$ cat src/rtl/wb_display_pkg.sv
// Shared constants and helpers for wb_display_ctrl: seven-segment blank code,
// hex-to-segment decode and the FIFO occupancy counter width.
package wb_display_pkg;

    localparam logic [7:0] SSEG_BLANK = 8'hFF;

    // Active-low segment pattern for one hex nibble, decimal point off.
    function automatic logic [7:0] hex_to_sseg(input logic [3:0] nibble);
        logic [7:0] seg;
        case (nibble)
            4'h0:    seg = 8'hC0;
            4'h1:    seg = 8'hF9;
            4'h2:    seg = 8'hA4;
            4'h3:    seg = 8'hB0;
            4'h4:    seg = 8'h99;
            4'h5:    seg = 8'h92;
            4'h6:    seg = 8'h82;
            4'h7:    seg = 8'hF8;
            4'h8:    seg = 8'h80;
            4'h9:    seg = 8'h90;
            4'hA:    seg = 8'h88;
            4'hB:    seg = 8'h83;
            4'hC:    seg = 8'hC6;
            4'hD:    seg = 8'hA1;
            4'hE:    seg = 8'h86;
            4'hF:    seg = 8'h8E;
            default: seg = SSEG_BLANK;
        endcase
        return seg;
    endfunction

    // Occupancy must represent 0..depth inclusive.
    function automatic int fifo_count_width(input int depth);
        return $clog2(depth) + 1;
    endfunction

endpackage

$ cat src/rtl/sseg_scanner.sv
// Multiplexed seven-segment scanner: steps one digit every SCAN_CYCLES clocks
// and registers the anode/cathode drive for the digit currently selected.
module sseg_scanner
    import wb_display_pkg::*;
#(
    parameter int NUM_DIGITS  = 8,
    parameter int SCAN_CYCLES = 1000
) (
    input  logic                  clk,
    input  logic                  n_rst,
    input  logic [31:0]           disp_word,
    input  logic [NUM_DIGITS-1:0] dp_mask,
    output logic [7:0]            SSEG_CA,
    output logic [NUM_DIGITS-1:0] SSEG_AN
);

    localparam int SW = (SCAN_CYCLES > 1) ? $clog2(SCAN_CYCLES) : 1;
    localparam int IW = (NUM_DIGITS > 1) ? $clog2(NUM_DIGITS) : 1;
    localparam logic [SW-1:0] SCAN_LAST = SW'(SCAN_CYCLES - 1);
    localparam logic [IW-1:0] IDX_LAST  = IW'(NUM_DIGITS - 1);

    logic [SW-1:0]         scan_cnt_r;
    logic [IW-1:0]         scan_idx_r;
    logic [3:0]            nibble_s;
    logic                  dp_on_s;
    logic [NUM_DIGITS-1:0] an_s;
    logic [7:0]            ca_s;
    logic [7:0]            ca_r;
    logic [NUM_DIGITS-1:0] an_r;

    // Per-digit dwell timer and digit index
    always_ff @(posedge clk) begin
        if (!n_rst) begin
            scan_cnt_r <= '0;
            scan_idx_r <= '0;
        end else if (scan_cnt_r == SCAN_LAST) begin
            scan_cnt_r <= '0;
            if (scan_idx_r == IDX_LAST) begin
                scan_idx_r <= '0;
            end else begin
                scan_idx_r <= scan_idx_r + IW'(1);
            end
        end else begin
            scan_cnt_r <= scan_cnt_r + SW'(1);
        end
    end

    // Select the nibble, anode and decimal point for the current digit
    always_comb begin
        nibble_s = 4'(disp_word >> {scan_idx_r, 2'b00});
        an_s     = '1;
        dp_on_s  = 1'b0;
        for (int i = 0; i < NUM_DIGITS; i++) begin
            an_s[i] = (scan_idx_r == IW'(i)) ? 1'b0 : 1'b1;
            dp_on_s = dp_on_s | (dp_mask[i] & ~an_s[i]);
        end
        // Decode leaves bit 7 high, so masking it is enough to light the DP.
        ca_s = hex_to_sseg(nibble_s) & {~dp_on_s, 7'h7F};
    end

    // Registered pad drive
    always_ff @(posedge clk) begin
        if (!n_rst) begin
            ca_r <= SSEG_BLANK;
            an_r <= '1;
        end else begin
            ca_r <= ca_s;
            an_r <= an_s;
        end
    end

    assign SSEG_CA = ca_r;
    assign SSEG_AN = an_r;

endmodule

$ cat src/rtl/wb_display_ctrl.sv
// Writeback display controller: core clock-enable divider, writeback FIFO,
// hold-time pacing and hex display. Optional macro: WB_DISPLAY_BACKPRESSURE_EN.
module wb_display_ctrl
    import wb_display_pkg::*;
#(
    parameter int DIV         = 9,
    parameter int DEPTH       = 16,
    parameter int NUM_DIGITS  = 8,
    parameter int SCAN_CYCLES = 1000,
    parameter int HOLD_CYCLES = 50_000_000
) (
    input  logic                   clk,
    input  logic                   n_rst,
    input  logic                   wb_valid,
    input  logic [31:0]            wb_data,
    output logic                   core_en,
    output logic [$clog2(DEPTH):0] fifo_count,
    output logic                   overflow,
    output logic [7:0]             SSEG_CA,
    output logic [NUM_DIGITS-1:0]  SSEG_AN
);

    localparam int AW = $clog2(DEPTH);
    localparam int CW = fifo_count_width(DEPTH);
    localparam int DW = $clog2(DIV);
    localparam int HW = $clog2(HOLD_CYCLES);
    localparam logic [DW-1:0] DIV_LAST   = DW'(DIV - 1);
    localparam logic [HW-1:0] HOLD_LAST  = HW'(HOLD_CYCLES - 1);
    localparam logic [CW-1:0] COUNT_FULL = CW'(DEPTH);

    logic [DW-1:0]         div_cnt_r;
    logic                  core_en_r;
    logic [31:0]           mem_r [DEPTH];
    logic [AW-1:0]         wr_ptr_r;
    logic [AW-1:0]         rd_ptr_r;
    logic [CW-1:0]         count_r;
    logic                  overflow_r;
    logic [HW-1:0]         hold_cnt_r;
    logic [31:0]           disp_word_r;

    logic                  full_s;
    logic                  empty_s;
    logic                  hold_done_s;
    logic                  pop_s;
    logic                  push_s;
    logic                  drop_s;
    logic                  div_top_s;
    logic                  div_stall_s;
    logic [NUM_DIGITS-1:0] dp_mask_s;

    // FIFO handshake; a full FIFO still accepts a word when it pops the same cycle
    always_comb begin
        full_s      = (count_r == COUNT_FULL);
        empty_s     = (count_r == '0);
        hold_done_s = (hold_cnt_r == HOLD_LAST);
        pop_s       = hold_done_s & ~empty_s;
        push_s      = wb_valid & (~full_s | pop_s);
        drop_s      = wb_valid & full_s & ~pop_s;
        div_top_s   = (div_cnt_r == DIV_LAST);
`ifdef WB_DISPLAY_BACKPRESSURE_EN
        div_stall_s = full_s;
`else
        div_stall_s = 1'b0;
`endif
    end

    // Clock-enable divider; a stalled divider parks at its last count
    always_ff @(posedge clk) begin
        if (!n_rst) begin
            div_cnt_r <= '0;
            core_en_r <= 1'b0;
        end else if (div_top_s && div_stall_s) begin
            div_cnt_r <= div_cnt_r;
            core_en_r <= 1'b0;
        end else if (div_top_s) begin
            div_cnt_r <= '0;
            core_en_r <= 1'b1;
        end else begin
            div_cnt_r <= div_cnt_r + DW'(1);
            core_en_r <= 1'b0;
        end
    end

    // Storage array; contents need no reset because count_r gates every read
    always_ff @(posedge clk) begin
        if (push_s) begin
            mem_r[wr_ptr_r] <= wb_data;
        end else begin
            mem_r[wr_ptr_r] <= mem_r[wr_ptr_r];
        end
    end

    // Pointers, occupancy and sticky drop flag
    always_ff @(posedge clk) begin
        if (!n_rst) begin
            wr_ptr_r   <= '0;
            rd_ptr_r   <= '0;
            count_r    <= '0;
            overflow_r <= 1'b0;
        end else begin
            if (push_s) begin
                wr_ptr_r <= wr_ptr_r + AW'(1);
            end else begin
                wr_ptr_r <= wr_ptr_r;
            end
            if (pop_s) begin
                rd_ptr_r <= rd_ptr_r + AW'(1);
            end else begin
                rd_ptr_r <= rd_ptr_r;
            end
            case ({push_s, pop_s})
                2'b10:   count_r <= count_r + CW'(1);
                2'b01:   count_r <= count_r - CW'(1);
                default: count_r <= count_r;
            endcase
            overflow_r <= overflow_r | drop_s;
        end
    end

    // Hold timer; it rests saturated so an idle display takes the next word at once
    always_ff @(posedge clk) begin
        if (!n_rst) begin
            hold_cnt_r  <= HOLD_LAST;
            disp_word_r <= 32'h0000_0000;
        end else if (pop_s) begin
            hold_cnt_r  <= '0;
            disp_word_r <= mem_r[rd_ptr_r];
        end else if (!hold_done_s) begin
            hold_cnt_r  <= hold_cnt_r + HW'(1);
            disp_word_r <= disp_word_r;
        end else begin
            hold_cnt_r  <= hold_cnt_r;
            disp_word_r <= disp_word_r;
        end
    end

    // Only digit 0 carries the overflow indicator
    always_comb begin
        dp_mask_s    = '0;
        dp_mask_s[0] = overflow_r;
    end

    sseg_scanner #(
        .NUM_DIGITS  (NUM_DIGITS),
        .SCAN_CYCLES (SCAN_CYCLES)
    ) u_scanner (
        .clk       (clk),
        .n_rst     (n_rst),
        .disp_word (disp_word_r),
        .dp_mask   (dp_mask_s),
        .SSEG_CA   (SSEG_CA),
        .SSEG_AN   (SSEG_AN)
    );

    assign core_en    = core_en_r;
    assign fifo_count = count_r;
    assign overflow   = overflow_r;

endmodule
$ cat config.mk
export PLATFORM = sky130hd
export DESIGN_NAME = wb_display_ctrl
export DESIGN_NICKNAME = d
export VERILOG_FILES = /design/src/rtl/wb_display_pkg.sv /design/src/rtl/sseg_scanner.sv /design/src/rtl/wb_display_ctrl.sv
export SDC_FILE = /design/constraint.sdc
export NUM_CORES = 1
export LEC_CHECK = 0
export CORE_MARGIN = 3
export CORE_UTILIZATION = 55
export CTS_BUF_LIST = sky130_fd_sc_hd__clkbuf_8
export DETAILED_ROUTE_END_ITERATION = 10
export GPL_TIMING_DRIVEN = 0
export PLACE_DENSITY = 0.74
export SYNTH_ARGS = -nofsm -noshare
export SYNTH_HDL_FRONTEND = slang
export SYNTH_SLANG_ARGS = --single-unit
$ cat constraint.sdc
create_clock -name clk -period 8.3 [get_ports clk]
set_clock_uncertainty 0.15 [all_clocks]
set_input_delay 1.66 -clock clk [delete_from_list [all_inputs] [get_ports clk]]
set_output_delay 1.66 -clock clk [all_outputs]
set_load 0.03 [all_outputs]
# Yosys cells after proc, flatten, opt, wreduce, memory -nomap -nowiden
# Memory sizes are Yosys's and may differ from the RTL's. A register that Yosys moved wholly into a read port is not among the register bits.
# Cells that the tools add are included.
word_totals:
  regBits: 74
  ramBits: 512
  romBits: 112
  in_bits: 35
  output_inout_bits: 23
  elab_cells: 77
  n_memories: 2
op_classes:
  n_addsub: 8
  n_eq_ne: 15
  shift: 1
  muxes: 17
  n_bitwise: 14
  reduce_logical: 8
memory_table:
  columns: ["memory", "words", "width", "read_ports", "rd_clocked_by_memory_dff", "wr", "line", "source"]
  rows:
  - ["mem_r", 16, 32, 1, 1, 1, "wb_display_ctrl.sv:33", "logic [31:0] mem_r [DEPTH];"]
  - ["(no name shown)", 16, 7, 1, 0, 0, "wb_display_pkg.sv:10", "case (nibble)"]
ops:
  columns: ["cell", "n"]
  rows:
  - ["26-bit 2-to-1 mux", 2]
  - ["32-bit 2-to-1 mux", 1]
  - ["32-bit by 5-bit right shift with 4-bit output", 1]
  - ["26-bit by 1-bit adder with 26-bit output, second input constant", 1]
  - ["26-bit == test, second input constant", 1]
  - ["4-bit by 1-bit adder with 4-bit output, second input constant", 3]
  - ["3-bit == test, second input constant", 4]
  - ["1-bit 2-to-1 mux", 12]
  - ["10-bit by 1-bit adder with 10-bit output, second input constant", 1]
  - ["10-bit == test, second input constant", 1]
  - ["5-bit one-hot mux with 2 select lines", 1]
  - ["8-bit bitwise AND", 1]
  - ["3-bit by 2-bit == test with 1-bit output, second input constant", 2]
  - ["2-bit OR reduction", 3]
  - ["5-bit by 1-bit adder with 5-bit output, second input constant", 1]
  - ["1-bit bitwise AND", 5]
  - ["5-bit == test, second input constant", 1]
  - ["5-bit zero test", 1]
  - ["1-bit inverter", 5]
  - ["5-bit by 1-bit subtractor with 5-bit output, second input constant", 1]
  - ["4-bit == test, second input constant", 1]
  - ["3-bit by 1-bit adder with 3-bit output, second input constant", 1]
  - ["3-bit by 1-bit == test with 1-bit output, second input constant", 1]
  - ["3-bit zero test", 1]
  - ["other kinds (9)", 11]

# Depth between registers and ports, before layout
# Gate-level depths: netlist of run 1.
logic_depth:
  ltp_word: 8
  ltp_mapped: 11
  mapped_depth_nobuf: 10

# Modules after synthesis
# Synthesis of run 1 repeated with hierarchy kept, for this count alone.
hier_totals:
  hier_cells: 1289
  area_unflattened_um2: 24138.2
modules_own_cells:
  columns: ["module", "instances", "cells_each", "area_each_um2", "seq_area_each_um2"]
  rows:
  - ["wb_display_ctrl", 1, 1131, 22564.1, 16916.2]
  - ["sseg_scanner", 1, 158, 1574.0, 580.6]

# Worst setup path after synthesis of run 1
# Ideal clock, no wire load.
synth_timing:
  path_kind: "in2reg"
  startpoint: "input wb_valid"
  endpoint: "memory mem_r[3][0], enable pin"
  setup_ns: 0.461
  t_arrival_ns: 4.646
  slack_ns: 3.043
  cell_stages: 4
  n_path_buf: 2
  cell_sequence: "clkbuf_1 -> clkbuf_1 -> nand3_1 -> nor3_1"
synth_via:
  elab_chain_cells: 4
synth_rtl:
  columns: ["item", "line", "source"]
  rows:
  - ["from (decl)", "wb_display_ctrl.sv:14", "input logic wb_valid,"]
  - ["1-bit bitwise AND *", "wb_display_ctrl.sv:57", "push_s = wb_valid & (~full_s | pop_s);"]
  - ["1-bit 2-to-1 mux (on tied branches)", "wb_display_ctrl.sv:86, wb_display_ctrl.sv:89", null]
  - ["1-bit 2-to-1 mux (not written as such) or 2-bit AND reduction (tied branches)", null, null]
  - ["1-bit bitwise OR (no line) *", null, null]
  - ["to (decl)", "wb_display_ctrl.sv:33", null]
# Mark *: on every way between the ends. The rest lies on a longest branch, timed or not.

# Worst setup path in the final report of run 1
layout_timing:
  startpoint: "input wb_valid"
  endpoint: "memory mem_r[3][19], enable pin"
# The elaborated chain is that of the path after synthesis.

==> results.yml, run 1 <==
outcome:
  status: "completed"
floorplanning:
  die-area_sq_um: 46400
  die_h_um: 215
  initial_core_util: 0.558
  row_count: 76
  core-area_sq_um: 43200
  die_w_um: 215
  ioPinCount: 58
yosys:
  synthMuxAreaShare: 0.133
  synth_area_sq_um: 24100
  netlist.area_leader.share: 0.638
  synth_top_family_by_area: "multiplexers"
  syn_area_per_cell_sq_um: 18.1
  synthSimpleGateAreaFrac: 0.0506
  synth_warnings: 0
  synthArstFlopShare: 0
  synth_seq_area_share: 0.726
  synth_nets: 1392
  ys_ff_latch: 618
  synthXorXnorAreaFrac: 0.00690
  synth_edf_count: 512
  synth_area_leaders: "edfxtp_1, mux4_2, dfxtp_1"
  netlist_instances: 1335
  synth_ff_type: "edfxtp_1"
  synth_area_leader_cell: "edfxtp_1"
  synth_compound_gate_area_share: 0.0560
  synth.distinct_cells: 60
  synth_fa_ha_area_frac: 0.0114
placed_design:
  dp_hpwl_um: 35000
  place_inst: 2000
  preCtsSetupSlack_ps: 3700
  place_congestion: 0.816
  port_buffers: 56
timing:
  setup_slack_ps: 4320
  hold_viol: 0
  rsz0062_at_grt: "no"
  tns_ps: 0
  final-setup-viol-count: 0
  finalCritPeriodShare: 0.480
  finalMaxSlewViolations: 0
  max-slew-margin-rel: 0.306
  fmax_mhz: 251
  min_period_ps: 3980
  max_slew.worst_pin.slew_ps: 1040
route:
  drt_iter0_drc: 1504
  routed_wl_um: 53600
  drc: 0
  via_count: 13400
  ant_nets: 0
  drt_pass1_iterations: 5
  wl_per_cell_um: 24.7
  routed_via_density: 6.17
run:
  timing.max_cap.violations: 0
clocking:
  cts_root_buf: "clkbuf_8"
  cts_hold_buffers: 0
  clockBufferDepth: 3
  cts_resized: 0
  clkTransAtPathRegs_ps: 60
  cts_tree: "done"
  cts_inserted_buffers: 94
  postCtsSetupRepairBufs: 0
  cts_sinks: 618
  insertion_delay_ps: 680
  htree_levels: 3
setup_path:
  crit_required_ps: 8520
  startpoint: "wb_valid"
  crit_type: "in -> reg"
  cp-end-kind: "register"
  crit_arrival_ps: 4200
  regToRegSetupSlack_ps: 4560
  path_max_fanout: 10
  critPathLaunchType: "input port"
  crit-reg2reg-launch: "hold_cnt_r[0]$_SDFFE_PN1P_"
min_path:
  min_from: "disp_word_r[24]$_SDFFE_PN0N_"
  hold_class: "reg -> reg"
global_routing:
  grt_max_degree: 22
  grt_overflow_total: 0
  grt_usage: 0.237
  antenna_found_initial: 1
  first_global_vias: 13600
  grt_pass1_wl_um: 82100
layout:
  seqCellArea_sq_um: 17500
  area_growth_pct: 14.7
  multi_input_area_sq_um: 6330
  fillCellCount: 2950
  drive_above_1_share: 0.205
  nets: 1568
  instances_no_fill: 2169
  antenna_cells: 0
pwr:
  leakage_nw: 8.93
  p_per_area_nw_per_um2: 253
  max-vdd-ir-drop_uv: 231
[synth_stat cells (all sizes together), types with 3 or more instances]
library cell,number
ha,22
and2,6
or4,3
nor2,45
buf,29
a22oi,64
dfxtp,106
clkbuf,48
nand2,74
nand2b,7
xor2,11
mux2i,12
edfxtp,512
and3,10
nor3,14
o21a,3
or3,9
inv,16
xnor2,8
a21oi,50
o311ai,6
nand4,14
o221ai,3
mux4,136
o21ai,11
a21o,33
o211ai,16
nand3,36
nor4,7
[worst paths after layout]
path,cells past startpoint,to
setup reg to reg,8,mem_r[3][19]$_DFFE_PP_
setup / recovery,6,mem_r[3][19]$_DFFE_PP_
hold reg to reg,2,disp_word_r[24]$_SDFFE_PN0N_
hold / removal,2,disp_word_r[24]$_SDFFE_PN0N_
[cell type report]
class                   instances  share of cell area
plain buffers                  77              0.0119
multi-input cells             624               0.229
repair buffers                 80              0.0363
clock inverters                71              0.0122
flip-flops and latches        618               0.633
inverters                      16             0.00217
clock buffers                  98              0.0488
well taps                     585              0.0265
[routing by layer]
metal | track usage | routed length (um)
met4 | 0.0857 | 1560
met1 | 0.323 | 21300
met3 | 0.0508 | 4520
met5 | 0 | 17
met2 | 0.383 | 26200
[worst max-delay path, stage by stage]
cell and delay (ps):
clkbuf_1 270, clkbuf_1 430, nand3_1 500, nor3_2 880, buf_8 240, buf_6 200
[cells in the final DEF (no fill, tap or decap), types with 34 or more instances in the layout]
cell type and n:
clkbuf_1 47, dfxtp_1 106, clkbuf_8 98, clkdlybuf4s50_1 56, edfxtp_1 512, mux4_2 136
a22oi_1 64, nand2_1 74, a21oi_1 50, inv_1 63, nand3_1 34
[logic make-up (layout without fill, tap and decap cells)]
group / Yosys count / after routing
xor gates and xnor gates: 19 / 19
adders and majority gates: 22 / 22
buffers and inverters: 93 / 342
AOI/OAI and AO/OA: 197 / 197
and+or+nand+nor: 237 / 237
muxes: 149 / 149
DFF: 618 / 618
[registers in the layout (all words and copies together) (netlist names)]
register              flops
hold_cnt_r               26
u_scanner.SSEG_AN         8
disp_word_r              32
u_scanner.scan_idx_r      3
u_scanner.scan_cnt_r     10
core_en                   1
div_cnt_r                 4
mem_r                   512
wr_ptr_r                  4
rd_ptr_r                  4
overflow                  1
fifo_count                5
u_scanner.SSEG_CA         8
[power breakdown]
part	internal, mW	switching (mW)
Clock	1.12	1.13
Combinational	0.519	0.675
Sequential	3.47	0.0827
[per-stage QoR]
stage / util / hold slack [ps] / power (mW) / cell area [sq um]
floorplan: - / 276 / 4.45 / 24100
global placement: 0.588 / 296 / 4.77 / 25400
detailed placement: 0.601 / 299 / 4.81 / 25900
CTS: 0.640 / 307 / 7.04 / 27600
global route: 0.640 / 332 / 7.29 / 27600
finish: 0.640 / 307 / 7.00 / 27600
Power figures use the tool's default switching activity.
==> run 2, diff against run 1 <==
clock period = 3.96 ns   (was 8.3 ns; I/O delays follow)
==> results.yml, run 2 (synthesis gave the netlist of run 1 again) <==
pwr:
  power_frac_comb: 0.168
  seqPwrFrac: 0.497
  pwr-share-clk: 0.335
  max-vdd-ir-drop_uv: 332
  swShare: 0.267
  switchingPower_mw: 4.01
  power_mw: 15.0
  leakage_nw: 8.96
  p_int_mw: 11.0
  p_per_area_nw_per_um2: 538
floorplanning:
  row_count: 76
  die_h_um: 215
  initial_core_util: 0.558
  die-area_sq_um: 46400
  ioPinCount: 58
  core-area_sq_um: 43200
  die_w_um: 215
global_routing:
  grt_max_degree: 23
  first_global_vias: 13800
  grt_overflow_total: 0
  grt.busiest_layer: "met2"
  use_met3: 0.0577
  met1_usage: 0.321
  antenna_found_initial: 2
  grt_pass1_wl_um: 82400
  use_met2: 0.383
  grt_usage: 0.236
layout:
  final_cell_mix: "edfxtp_1, mux4_2, dfxtp_1, clkbuf_8, nand2_1"
  fillCellCount: 3014
  largestRegisters: "mem_r (512), disp_word_r (32), hold_cnt_r (26)"
  top_register: "mem_r"
  drive_above_1_share: 0.208
  fin_area_sq_um: 27800
  area_growth_pct: 15.5
  nets: 1565
  largest_reg_flops: 512
  instances_no_fill: 2174
  final_common_cell: "edfxtp_1"
setup_path:
  crit_required_ps: 4170
  cp-end-kind: "register"
  crit_type: "reg -> reg"
  crit_arrival_ps: 3540
  path_max_fanout: 17
  critPathLaunchType: "register"
timing:
  finalMaxSlewViolations: 0
  fmax_mhz: 300
  min_period_ps: 3330
  whs_ps: 311
  rsz0062_at_grt: "no"
  max-slew-margin-rel: 0.350
  setup_slack_ps: 630
  max_slew.worst_pin.slew_ps: 975
  hold_viol: 0
  final-setup-viol-count: 0
  finalCritPeriodShare: 0.841
clocking:
  clkTransAtPathRegs_ps: 60
  cts_root_buf: "clkbuf_8"
  htree_levels: 3
  cts_hold_buffers: 0
  clockBufferDepth: 3
  cts_sinks: 618
  insertion_delay_ps: 680
  cts_tree: "done"
  postCtsSetupRepairBufs: 0
  cts_inserted_buffers: 95
  cts_resized: 0
placed_design:
  placed_area_sq_um: 26000
  dp_hpwl_um: 34600
  place_inst: 1996
  port_buffers: 56
  preCtsSetupSlack_ps: 561
  place_congestion: 0.841
outcome:
  status: "completed"
route:
  drc: 0
  drt_iter0_drc: 1479
  via_count: 13400
  routed_via_density: 6.16
  drt_pass1_iterations: 5
  routed_wl_um: 53700
  wl_per_cell_um: 24.7
  ant_nets: 0
run:
  timing.max_cap.violations: 0
min_path:
  hold_class: "reg -> reg"
## run 2: changes by cell type in the layout (fill, tap and decap cells not counted), moves of 4 or more
cell      change
buf_16        +4
clkinv_1      +5
nor3_4        +4
clkbuf_8      +4
inv_1         -8
nor3_2        -4
buf_12        +4
buf_6        -10
## run 2: layer usage
| metal | vias to the layer above | share of wire |
|---|---|---|
| met3 | 124 | 0.085 |
| met5 | - | 0 |
| met1 | 6875 | 0.40 |
| met2 | 627 | 0.49 |
| met4 | 0 | 0.029 |
| li1 | 5774 | - |
## run 2: power groups by stage
| stage | Clock [mW] | Sequential, mW | Combinational [mW] |
|---|---|---|---|
| final | 5.01 | 7.45 | 2.52 |
| after CTS | 5.11 | 7.44 | 2.53 |
| after global placement | 0 | 7.57 | 2.42 |
| after floorplan | 0 | 7.59 | 1.74 |
| after detailed placement | 0 | 7.58 | 2.52 |
| after global routing | 5.44 | 7.47 | 2.74 |
## run 2: layout make-up
cell class                 instances  area [sq um]  area share
timing repair buffer              76          1050      0.0377
antenna                            2          5.00    0.000180
clock buffer                     102          1400      0.0504
sequential                       618         17500       0.628
buffer                            77           328      0.0118
multi-input combinational        624          6350       0.228
inverter                          16          60.1     0.00216
clock inverter                    74           414      0.0149
tap                              585           732      0.0263
## run 2: metrics by stage
stage                     setup TNS, ps  utilization
after detailed placement              0        0.603
after global placement          -603160        0.589
final                                 0        0.645
after global routing                  0        0.645
after CTS                             0        0.645
after floorplan                       0            -
## run 2: worst paths after layout
check	start	end	slack [ps]	cells after the start
worst min register to register	disp_word_r[26]$_SDFFE_PN0N_	disp_word_r[26]$_SDFFE_PN0N_	310	2
worst max register to register	hold_cnt_r[0]$_SDFFE_PN1P_	mem_r[15][20]$_DFFE_PP_	630	7
worst min-delay path	disp_word_r[26]$_SDFFE_PN0N_	disp_word_r[26]$_SDFFE_PN0N_	310	2
worst max-delay path	hold_cnt_r[0]$_SDFFE_PN1P_	mem_r[15][20]$_DFFE_PP_	630	7
## run 2: worst max-delay path: stages (launching register included)
cell and delay, ps:
dfxtp_1 380, ha_1 230, nand3_2 130, nor3_1 440
a21o_1 290, nand3_1 410, nor2_4 740, buf_16 240
==> run 3, diff against run 2 <==
clock period = 3.4 ns   (was 3.96 ns; I/O delays follow)
==> results.yml, run 3 (synthesis gave the netlist of run 1 again) <==
outcome:
  status: "completed"
timing:
  hold_viol: 0
  rsz0062_at_grt: "no"
  finalCritPeriodShare: 0.963
  whs_ps: 311
  final-setup-viol-count: 0
  max_slew.worst_pin.slew_ps: 956
  min_period_ps: 3280
  finalMaxSlewViolations: 0
  fmax_mhz: 305
  max-slew-margin-rel: 0.362
clocking:
  cts_resized: 0
  htree_levels: 3
  cts_inserted_buffers: 95
  clkTransAtPathRegs_ps: 60
  clockBufferDepth: 3
  cts_root_buf: "clkbuf_8"
  cts_sinks: 618
  cts_hold_buffers: 0
  insertion_delay_ps: 680
  cts_tree: "done"
route:
  drt_pass1_iterations: 5
  wl_per_cell_um: 24.7
  via_count: 13500
  routed_wl_um: 54000
  routed_via_density: 6.18
  drt_iter0_drc: 1607
  drc: 0
  ant_nets: 0
min_path:
  hold_class: "reg -> reg"
  hold_depth: 2
  whs_endpoint: "disp_word_r[26]$_SDFFE_PN0N_"
  min_from: "disp_word_r[26]$_SDFFE_PN0N_"
pwr:
  max-vdd-ir-drop_uv: 386
  power_mw: 17.5
  swShare: 0.268
  pwr-share-clk: 0.335
  p_per_area_nw_per_um2: 624
  seqPwrFrac: 0.497
  power_frac_comb: 0.169
  switchingPower_mw: 4.68
  leakage_nw: 9.03
  p_int_mw: 12.8
layout:
  nets: 1577
  final_common_cell: "edfxtp_1"
  largest_reg_flops: 512
  drive_above_1_share: 0.214
  top_register: "mem_r"
  fillCellCount: 2999
  final_cell_mix: "edfxtp_1, mux4_2, dfxtp_1, clkbuf_8, nand2_1"
  seqCellArea_sq_um: 17500
  fin_util: 0.648
  area_growth_pct: 16.1
  multi_input_area_sq_um: 6350
  largestRegisters: "mem_r (512), disp_word_r (32), hold_cnt_r (26)"
floorplanning:
  initial_core_util: 0.558
  die_w_um: 215
  die-area_sq_um: 46400
  core-area_sq_um: 43200
  ioPinCount: 58
  row_count: 76
  die_h_um: 215
setup_path:
  critPathLaunchType: "register"
  regToRegSetupSlack_ps: 120
  path_max_fanout: 13
  cp-end-kind: "register"
  worstReg2RegEnd: "mem_r[3][20]$_DFFE_PP_"
  crit_type: "reg -> reg"
  r2r_cells: 7
  crit_arrival_ps: 3500
  crit-reg2reg-launch: "hold_cnt_r[0]$_SDFFE_PN1P_"
  crit_required_ps: 3620
placed_design:
  dp_hpwl_um: 34600
  port_buffers: 56
  place_congestion: 0.841
global_routing:
  antenna_found_initial: 2
  grt_pass1_wl_um: 82400
  grt_max_degree: 23
  grt_overflow_total: 0
  first_global_vias: 13800
  grt_usage: 0.236
run:
  timing.max_cap.violations: 0
==> run 3: power by group through the flow <==
stage	Combinational, mW	Sequential, mW	Clock, mW
2_1_floorplan	2.02	8.84	0
3_3_place_gp	2.82	8.82	0
3_5_place_dp	2.93	8.83	0
4_1_cts	2.95	8.67	5.95
5_1_grt	3.20	8.70	6.34
6_report	2.95	8.67	5.84
==> run 3: per-stage QoR <==
| step | TNS [ps] | setup slack, ps | instance area (sq um) | cells |
|---|---|---|---|---|
| floorplan | -1700 | -24.1 | 24100 | 1335 |
| global placement | -846890 | -1910 | 25400 | 1976 |
| detailed placement | 0 | 86.0 | 26000 | 1996 |
| CTS | 0 | 88.0 | 27800 | 2172 |
| global route | 0 | 19.2 | 28000 | 2185 |
| finish | 0 | 125 | 28000 | 2186 |
==> run 3: metal layers <==
layer,vias up,track usage,part of all wire
met5,-,0,0
met4,0,0.0769,0.026
met3,114,0.0577,0.089
met2,608,0.383,0.49
met1,6987,0.321,0.39
li1,5798,-,-
==> run 3: worst max-delay path by stage <==
| stage | startpoint | endpoint | slack (ps) | cells past startpoint |
|---|---|---|---|---|
| 2_1_floorplan | wb_valid | mem_r[15][0]$_DFFE_PP_ | -20 | 4 |
| 3_3_place_gp | hold_cnt_r[0]$_SDFFE_PN1P_ | mem_r[11][21]$_DFFE_PP_ | -1910 | 6 |
| 3_5_place_dp | hold_cnt_r[0]$_SDFFE_PN1P_ | mem_r[15][19]$_DFFE_PP_ | 90 | 7 |
| 4_1_cts | hold_cnt_r[0]$_SDFFE_PN1P_ | mem_r[15][28]$_DFFE_PP_ | 90 | 7 |
| 5_1_grt | hold_cnt_r[0]$_SDFFE_PN1P_ | mem_r[3][29]$_DFFE_PP_ | 20 | 7 |
| 6_report | hold_cnt_r[0]$_SDFFE_PN1P_ | mem_r[3][20]$_DFFE_PP_ | 120 | 7 |
==> run 3: cell type report <==
| class | count | share of cell area |
|---|---|---|
| Multi-Input combinational cell | 624 | 0.227 |
| Timing Repair Buffer | 88 | 0.0421 |
| Buffer | 77 | 0.0117 |
| Tap cell | 585 | 0.0262 |
| Clock inverter | 74 | 0.0148 |
| Sequential cell | 618 | 0.626 |
| Antenna cell | 2 | 0.000179 |
| Inverter | 16 | 0.00215 |
| Clock buffer | 102 | 0.0502 |
==> run 3: what timing repair did <==
| action | in CTS | in global routing |
|---|---|---|
| endpoints found under the setup margin | 0 | 63 |
| buffers inserted | 0 | 12 |
| hold endpoints to repair | 0 | 0 |
==> run 3: critical path, cell delays in order (launching register included) <==
cell	delay, ps
dfxtp_1	380
ha_1	230
nand3_2	130
nor3_1	450
a21o_1	290
nand3_1	410
nor3_4	700
buf_16	230
